<file path="src/rtl/mem_arb_pkg.sv">
// -----------------------------------------------------------------------------
// mem_arb_pkg
// Shared types for the memory arbiter that sits between the CPU control path,
// the program loader/debug port and the single synchronous-read byte memory.
//   arb_state_t : IDLE (arbitrate/issue) or READ_WAIT (read latency running)
//   arb_owner_t : which requester owns the read currently in flight
// -----------------------------------------------------------------------------
package mem_arb_pkg;

   typedef enum logic {
      IDLE      = 1'b0,
      READ_WAIT = 1'b1
   } arb_state_t;

   typedef enum logic [1:0] {
      OWN_NONE = 2'd0,
      OWN_CPU  = 2'd1,
      OWN_LDR  = 2'd2
   } arb_owner_t;

endpackage : mem_arb_pkg

</file>
<file path="src/rtl/mem_arbiter.sv">
// -----------------------------------------------------------------------------
// mem_arbiter
// Shares one synchronous-read memory between the CPU and the loader port.
// One access is in flight at a time. The CPU has fixed priority, but after
// STARVE_MAX consecutive contested CPU grants the loader is forced through.
//
// Ports
//   clk, rst            : clock, asynchronous active-high reset
//   cpu_req/we/addr/wdata: CPU request, held until cpu_gnt
//   cpu_gnt             : same-cycle accept pulse
//   cpu_rvalid/rdata    : read completion pulse and held read data
//   ldr_*               : loader port, same rules as the CPU port
//   mem_en/we/addr/wdata: memory strobes, driven from the winner in the issue cycle
//   mem_rdata           : memory read data, valid READ_LAT cycles after issue
//   busy                : a read is outstanding (issue cycle through READ_WAIT)
// -----------------------------------------------------------------------------
module mem_arbiter
   import mem_arb_pkg::*;
#(
   parameter int unsigned ADDR_W     = 8,
   parameter int unsigned DATA_W     = 8,
   parameter int unsigned READ_LAT   = 1,
   parameter int unsigned STARVE_MAX = 4
) (
   input  logic              clk,
   input  logic              rst,
   input  logic              cpu_req,
   input  logic              cpu_we,
   input  logic [ADDR_W-1:0] cpu_addr,
   input  logic [DATA_W-1:0] cpu_wdata,
   output logic              cpu_gnt,
   output logic              cpu_rvalid,
   output logic [DATA_W-1:0] cpu_rdata,
   input  logic              ldr_req,
   input  logic              ldr_we,
   input  logic [ADDR_W-1:0] ldr_addr,
   input  logic [DATA_W-1:0] ldr_wdata,
   output logic              ldr_gnt,
   output logic              ldr_rvalid,
   output logic [DATA_W-1:0] ldr_rdata,
   output logic              mem_en,
   output logic              mem_we,
   output logic [ADDR_W-1:0] mem_addr,
   output logic [DATA_W-1:0] mem_wdata,
   input  logic [DATA_W-1:0] mem_rdata,
   output logic              busy
);

   localparam int unsigned CNT_W = $clog2(STARVE_MAX + 1);
   localparam int unsigned LAT_W = $clog2(READ_LAT + 1);
   localparam logic [CNT_W-1:0] STARVE_LIM = CNT_W'(STARVE_MAX);
   localparam logic [LAT_W-1:0] LAT_INIT   = LAT_W'(READ_LAT);
   localparam logic [LAT_W-1:0] LAT_ONE    = LAT_W'(1);

   arb_state_t        state_q;
   arb_owner_t        owner_q;
   logic [LAT_W-1:0]  lat_q;
   logic [CNT_W-1:0]  starve_q;
   logic [CNT_W-1:0]  starve_d;
   logic              cpu_rvalid_q;
   logic              ldr_rvalid_q;
   logic [DATA_W-1:0] cpu_rdata_q;
   logic [DATA_W-1:0] ldr_rdata_q;
   logic              cpu_win;
   logic              ldr_win;
   logic              issue_rd;

   // Winner select. Only IDLE arbitrates; reset forces the strobes quiet even
   // if a requester is already asserting.
   always_comb begin
      cpu_win = 1'b0;
      ldr_win = 1'b0;
      if (!rst && state_q == IDLE) begin
         if (cpu_req && ldr_req) begin
            if (starve_q == STARVE_LIM) ldr_win = 1'b1;
            else                        cpu_win = 1'b1;
         end else begin
            cpu_win = cpu_req;
            ldr_win = ldr_req;
         end
      end
   end

   // Saturating count of CPU grants taken while the loader was waiting.
   always_comb begin
      starve_d = starve_q;
      if (!ldr_req || ldr_win) begin
         starve_d = '0;
      end else if (cpu_win && starve_q != STARVE_LIM) begin
         starve_d = starve_q + CNT_W'(1);
      end
   end

   assign cpu_gnt   = cpu_win;
   assign ldr_gnt   = ldr_win;
   assign mem_en    = cpu_win | ldr_win;
   assign mem_we    = cpu_win ? cpu_we    : (ldr_win ? ldr_we    : 1'b0);
   assign mem_addr  = cpu_win ? cpu_addr  : (ldr_win ? ldr_addr  : '0);
   assign mem_wdata = cpu_win ? cpu_wdata : (ldr_win ? ldr_wdata : '0);
   assign issue_rd  = mem_en & ~mem_we;

   // The issue cycle already counts as busy so the port reads as occupied for
   // the whole T..T+READ_LAT window.
   assign busy       = (state_q == READ_WAIT) | issue_rd;
   assign cpu_rvalid = cpu_rvalid_q;
   assign ldr_rvalid = ldr_rvalid_q;
   assign cpu_rdata  = cpu_rdata_q;
   assign ldr_rdata  = ldr_rdata_q;

   always_ff @(posedge clk or posedge rst) begin
      if (rst) begin
         state_q      <= IDLE;
         owner_q      <= OWN_NONE;
         lat_q        <= '0;
         starve_q     <= '0;
         cpu_rvalid_q <= 1'b0;
         ldr_rvalid_q <= 1'b0;
         cpu_rdata_q  <= '0;
         ldr_rdata_q  <= '0;
      end else begin
         cpu_rvalid_q <= 1'b0;
         ldr_rvalid_q <= 1'b0;
         starve_q     <= starve_d;
         case (state_q)
            IDLE: begin
               if (issue_rd) begin
                  state_q <= READ_WAIT;
                  lat_q   <= LAT_INIT;
                  owner_q <= cpu_win ? OWN_CPU : OWN_LDR;
               end
            end
            READ_WAIT: begin
               lat_q <= lat_q - LAT_ONE;
               // Counter hits zero at this edge: mem_rdata is valid now.
               if (lat_q == LAT_ONE) begin
                  state_q <= IDLE;
                  owner_q <= OWN_NONE;
                  if (owner_q == OWN_CPU) begin
                     cpu_rdata_q  <= mem_rdata;
                     cpu_rvalid_q <= 1'b1;
                  end else if (owner_q == OWN_LDR) begin
                     ldr_rdata_q  <= mem_rdata;
                     ldr_rvalid_q <= 1'b1;
                  end
               end
            end
            default: begin
               state_q <= IDLE;
               owner_q <= OWN_NONE;
            end
         endcase
      end
   end

endmodule : mem_arbiter

</file>
<file path="config.mk">
export PLATFORM = sky130hd
export DESIGN_NAME = mem_arbiter
export DESIGN_NICKNAME = d
export VERILOG_FILES = /design/src/rtl/mem_arb_pkg.sv /design/src/rtl/mem_arbiter.sv
export SDC_FILE = /design/constraint.sdc
export NUM_CORES = 1
export LEC_CHECK = 0
export ABC_AREA = 1
export BUFFER_PORTS_ARGS = -buffer_cell sky130_fd_sc_hd__buf_2
export CAP_MARGIN = 20
export CORE_MARGIN = 3
export CORE_UTILIZATION = 45
export DETAILED_ROUTE_END_ITERATION = 12
export GPL_ROUTABILITY_DRIVEN = 0
export PLACE_DENSITY = 0.84
export SLEW_MARGIN = 20
export SYNTH_ARGS = -nofsm -noshare
export SYNTH_HDL_FRONTEND = slang
export SYNTH_SLANG_ARGS = --single-unit
export TNS_END_PERCENT = 30
</file>
<file path="constraint.sdc">
create_clock -name clk -period 2.4 [get_ports clk]
set_input_delay 0.36 -clock clk [delete_from_list [all_inputs] [get_ports clk]]
set_output_delay 0.36 -clock clk [all_outputs]
set_load 0.01 [all_outputs]
</file>
==> impl_metrics.env <==
export IMPL_tightest_slew_ps=332.0
export IMPL_clkPwrFrac_pct=10.5
export IMPL_drtIter0Drc=39
export IMPL_fin_skew_ps=1.858
export IMPL_drive_gt1_share_pct=53.15
export IMPL_area_growth_pct=32.93
export IMPL_routed_wl_um=2988
export IMPL_grt_start_max_net_pins=26
export IMPL_setup_slack_ps=313.9
export IMPL_maxCapViolations=0
export IMPL_fin_crit_ps=2086
export IMPL_status="finished, final reports clean"
export IMPL_initial_core_util_pct=47.68
export IMPL_cts_buffer_depth=2
export IMPL_ys_ff_latch=25
export IMPL_pre_cts_ws_ps=664.2
export IMPL_required_ps=2040
export IMPL_ir_worst_vdd_mv=0.5421
export IMPL_dr_total_vias=1220
export IMPL_clock_sinks=25
export IMPL_antenna_cells=0
export IMPL_ys_types=25
export IMPL_die_area_mm2=0.003663
export IMPL_cts_tree="built"
export IMPL_clk_pin_slew_ps=120
export IMPL_std_cell_rows=19
export IMPL_synth_seq_area_share_pct=46.77
export IMPL_cp_data_arrival_time_ps=1730
export IMPL_avgSynthCellArea_um2=9.763
export IMPL_startpoint_type="flip-flop"
export IMPL_maxSlewViolCount=0
export IMPL_syn_cell_area_mm2=0.001338
export IMPL_path_delay_family="buffers and inverters"
export IMPL_drc=0
export IMPL_cp_end_kind="output port"
export IMPL_routed_top_layer="met4"
export IMPL_crit_slowest_cell="dfrtp_1"
export IMPL_synthesis_instances=137
export IMPL_ios=85
export IMPL_antenna_found_initial=0
export IMPL_cpMostUsedCell="nand3_1"
export IMPL_grt_pass1_vias=1130
export IMPL_path_cells="inv_1, ha_1, nand3_1, nand3_1, inv_2, a22o_2, buf_2"
export IMPL_m1WireLength_um=1228
export IMPL_hpwl_um=2459
export IMPL_path_class="reg2out"
export IMPL_grt_overflow_total=0
export IMPL_wl_met3_um=114
export IMPL_cpPeakStageDelay_ps=370
export IMPL_fin_crit_sh_pct=86.92
export IMPL_maxClockFrequency_mhz=479.4
export IMPL_path_buf_inv=3
export IMPL_p_total_mw=1.673
export IMPL_hold_buffers=0
export IMPL_fin_hold_ws_ps=99.49
export IMPL_combPwrFrac_pct=46.6
export IMPL_cts_resized=0
export IMPL_r2r_start="starve_q[1]$_DFFE_PP0P_"
export IMPL_die_x_um=60.52
export IMPL_wl_per_cell_um=11.81
export IMPL_finalNetCount=271
export IMPL_die_h_um=60.52
export IMPL_post_cts_setup_buffer_count=0
export IMPL_place_inst=249
export IMPL_setup_violations=0
export IMPL_cts_max_level=1
export IMPL_power_leakage_nw=1.051
export IMPL_dr_wl_met2_um=1606
export IMPL_firstDrtPassIters=4
export IMPL_finalHoldViolCount=0
export IMPL_synth_warning_count=0
export IMPL_max_slew_margin_pct=77.83
export IMPL_final_area_mm2=0.001778
export IMPL_power_density_mw_per_mm2=941.0
export IMPL_worstPathMaxFanout=18
export IMPL_fin_cells=253
export IMPL_drt_vias_per_instance=4.822
export IMPL_p_sw_uw=670.8
export IMPL_swShare_pct=40.09
export IMPL_p_seq_share_pct=42.8
export IMPL_numCtsBuffers=3
export IMPL_clock_latency_ps=310
export IMPL_path_depth=7
export IMPL_synth_nets=185
export IMPL_place_area_mm2=0.001750
export IMPL_power_internal_mw=1.002
export IMPL_cts_root_buf="clkbuf_4"
export IMPL_drtAntennaViolNets=0
export IMPL_ff2ff_setup_slack_ps=950
export IMPL_tns_ps=0
export IMPL_reg2reg_to="lat_q$_DFFE_PP0P_"
export IMPL_core_area_mm2=0.002805
export IMPL_grt_pass1_wl_um=4733
export IMPL_final_util_pct=63.38
export IMPL_grt_usage_pct=16.59
export IMPL_reg2reg_depth=9
export IMPL_rsz0062_at_grt="false"
export IMPL_place_port_buffers=84
export IMPL_hold_class="in2async"
## worst max path at each step
stage | start | to | slack, ps
after floorplan | starve_q[0]$_DFFE_PP0P_ | mem_addr[0] | 790
after global routing | starve_q[1]$_DFFE_PP0P_ | mem_wdata[7] | 120
after global placement | starve_q[0]$_DFFE_PP0P_ | mem_wdata[7] | 700
final | starve_q[0]$_DFFE_PP0P_ | mem_wdata[5] | 310
after CTS | starve_q[1]$_DFFE_PP0P_ | mem_wdata[6] | 300
after detailed placement | starve_q[1]$_DFFE_PP0P_ | mem_wdata[1] | 660
## routing by layer
layer	track usage, %	vias up
met2	27.62	19
met1	21.82	562
met5	0	-
met4	4.334	0
met3	4.043	8
li1	-	631
## registers in the layout (all words and copies together) (netlist names)
name / flops
cpu_rdata: 8
ldr_rdata: 8
starve_q: 3
owner_q: 2
cpu_rvalid: 1
lat_q: 1
ldr_rvalid: 1
state_q: 1
## final cells by class
type                            count  area, µm²
Inverter                           22      90.09
Clock buffer                        3      22.52
Multi-Input combinational cell     86      568.0
Timing Repair Buffer               85      427.9
Tap cell                           31      38.79
Fill cell                         262       1027
Clock inverter                      1      5.005
Sequential cell                    25      625.6
## synth_stat cells, drive strengths merged
| master | number | area, µm² |
|---|---|---|
| dfrtp | 25 | 625.6 |
| or2 | 1 | 6.260 |
| nand4 | 3 | 18.77 |
| nor3 | 1 | 16.27 |
| inv | 22 | 90.08 |
| a22o | 16 | 150.1 |
| a21oi | 3 | 15.01 |
| o21ai | 18 | 120.1 |
| buf | 4 | 53.80 |
| ha | 2 | 25.02 |
| o21a | 1 | 7.510 |
| nand2 | 28 | 115.1 |
| nor2 | 3 | 26.27 |
| nand3 | 10 | 67.57 |
## power groups by stage
| stage | clock network (mW) | logic (mW) | registers [mW] |
|---|---|---|---|
| after floorplan | 0 | 0.450 | 0.786 |
| after global routing | 0.206 | 0.877 | 0.744 |
| after detailed placement | 0 | 0.794 | 0.728 |
| final | 0.176 | 0.780 | 0.716 |
| after CTS | 0.185 | 0.796 | 0.719 |
| after global placement | 0 | 0.775 | 0.723 |
## cell families after synthesis
| family | share of synthesized area (%) |
|---|---|
| buf+inv | 10.76 |
| fa+ha+maj | 1.871 |
| compound gates | 21.89 |
| simple gates | 18.71 |
| flops | 46.77 |
## worst register-to-register path, stage by stage (launching register included)
cell and delay [ps]:
dfrtp_1 410, inv_1 90, ha_1 170, nand2_1 70, nand2_1 120, nand4_1 160
nand3_2 160, nand2_1 80, inv_1 50, nand2_1 40
## cells in the final DEF (no fill, tap or decap), drive strengths merged
cell,count
dfrtp,25
a22o,16
buf,85
nand2,28
a21oi,3
o21ai,18
clkinv,1
ha,2
clkbuf,3
or2,1
inv,22
nand4,3
nor3,1
nor2,3
nand3,10
o21a,1
No activity file was read; power rests on OpenSTA's default activity.
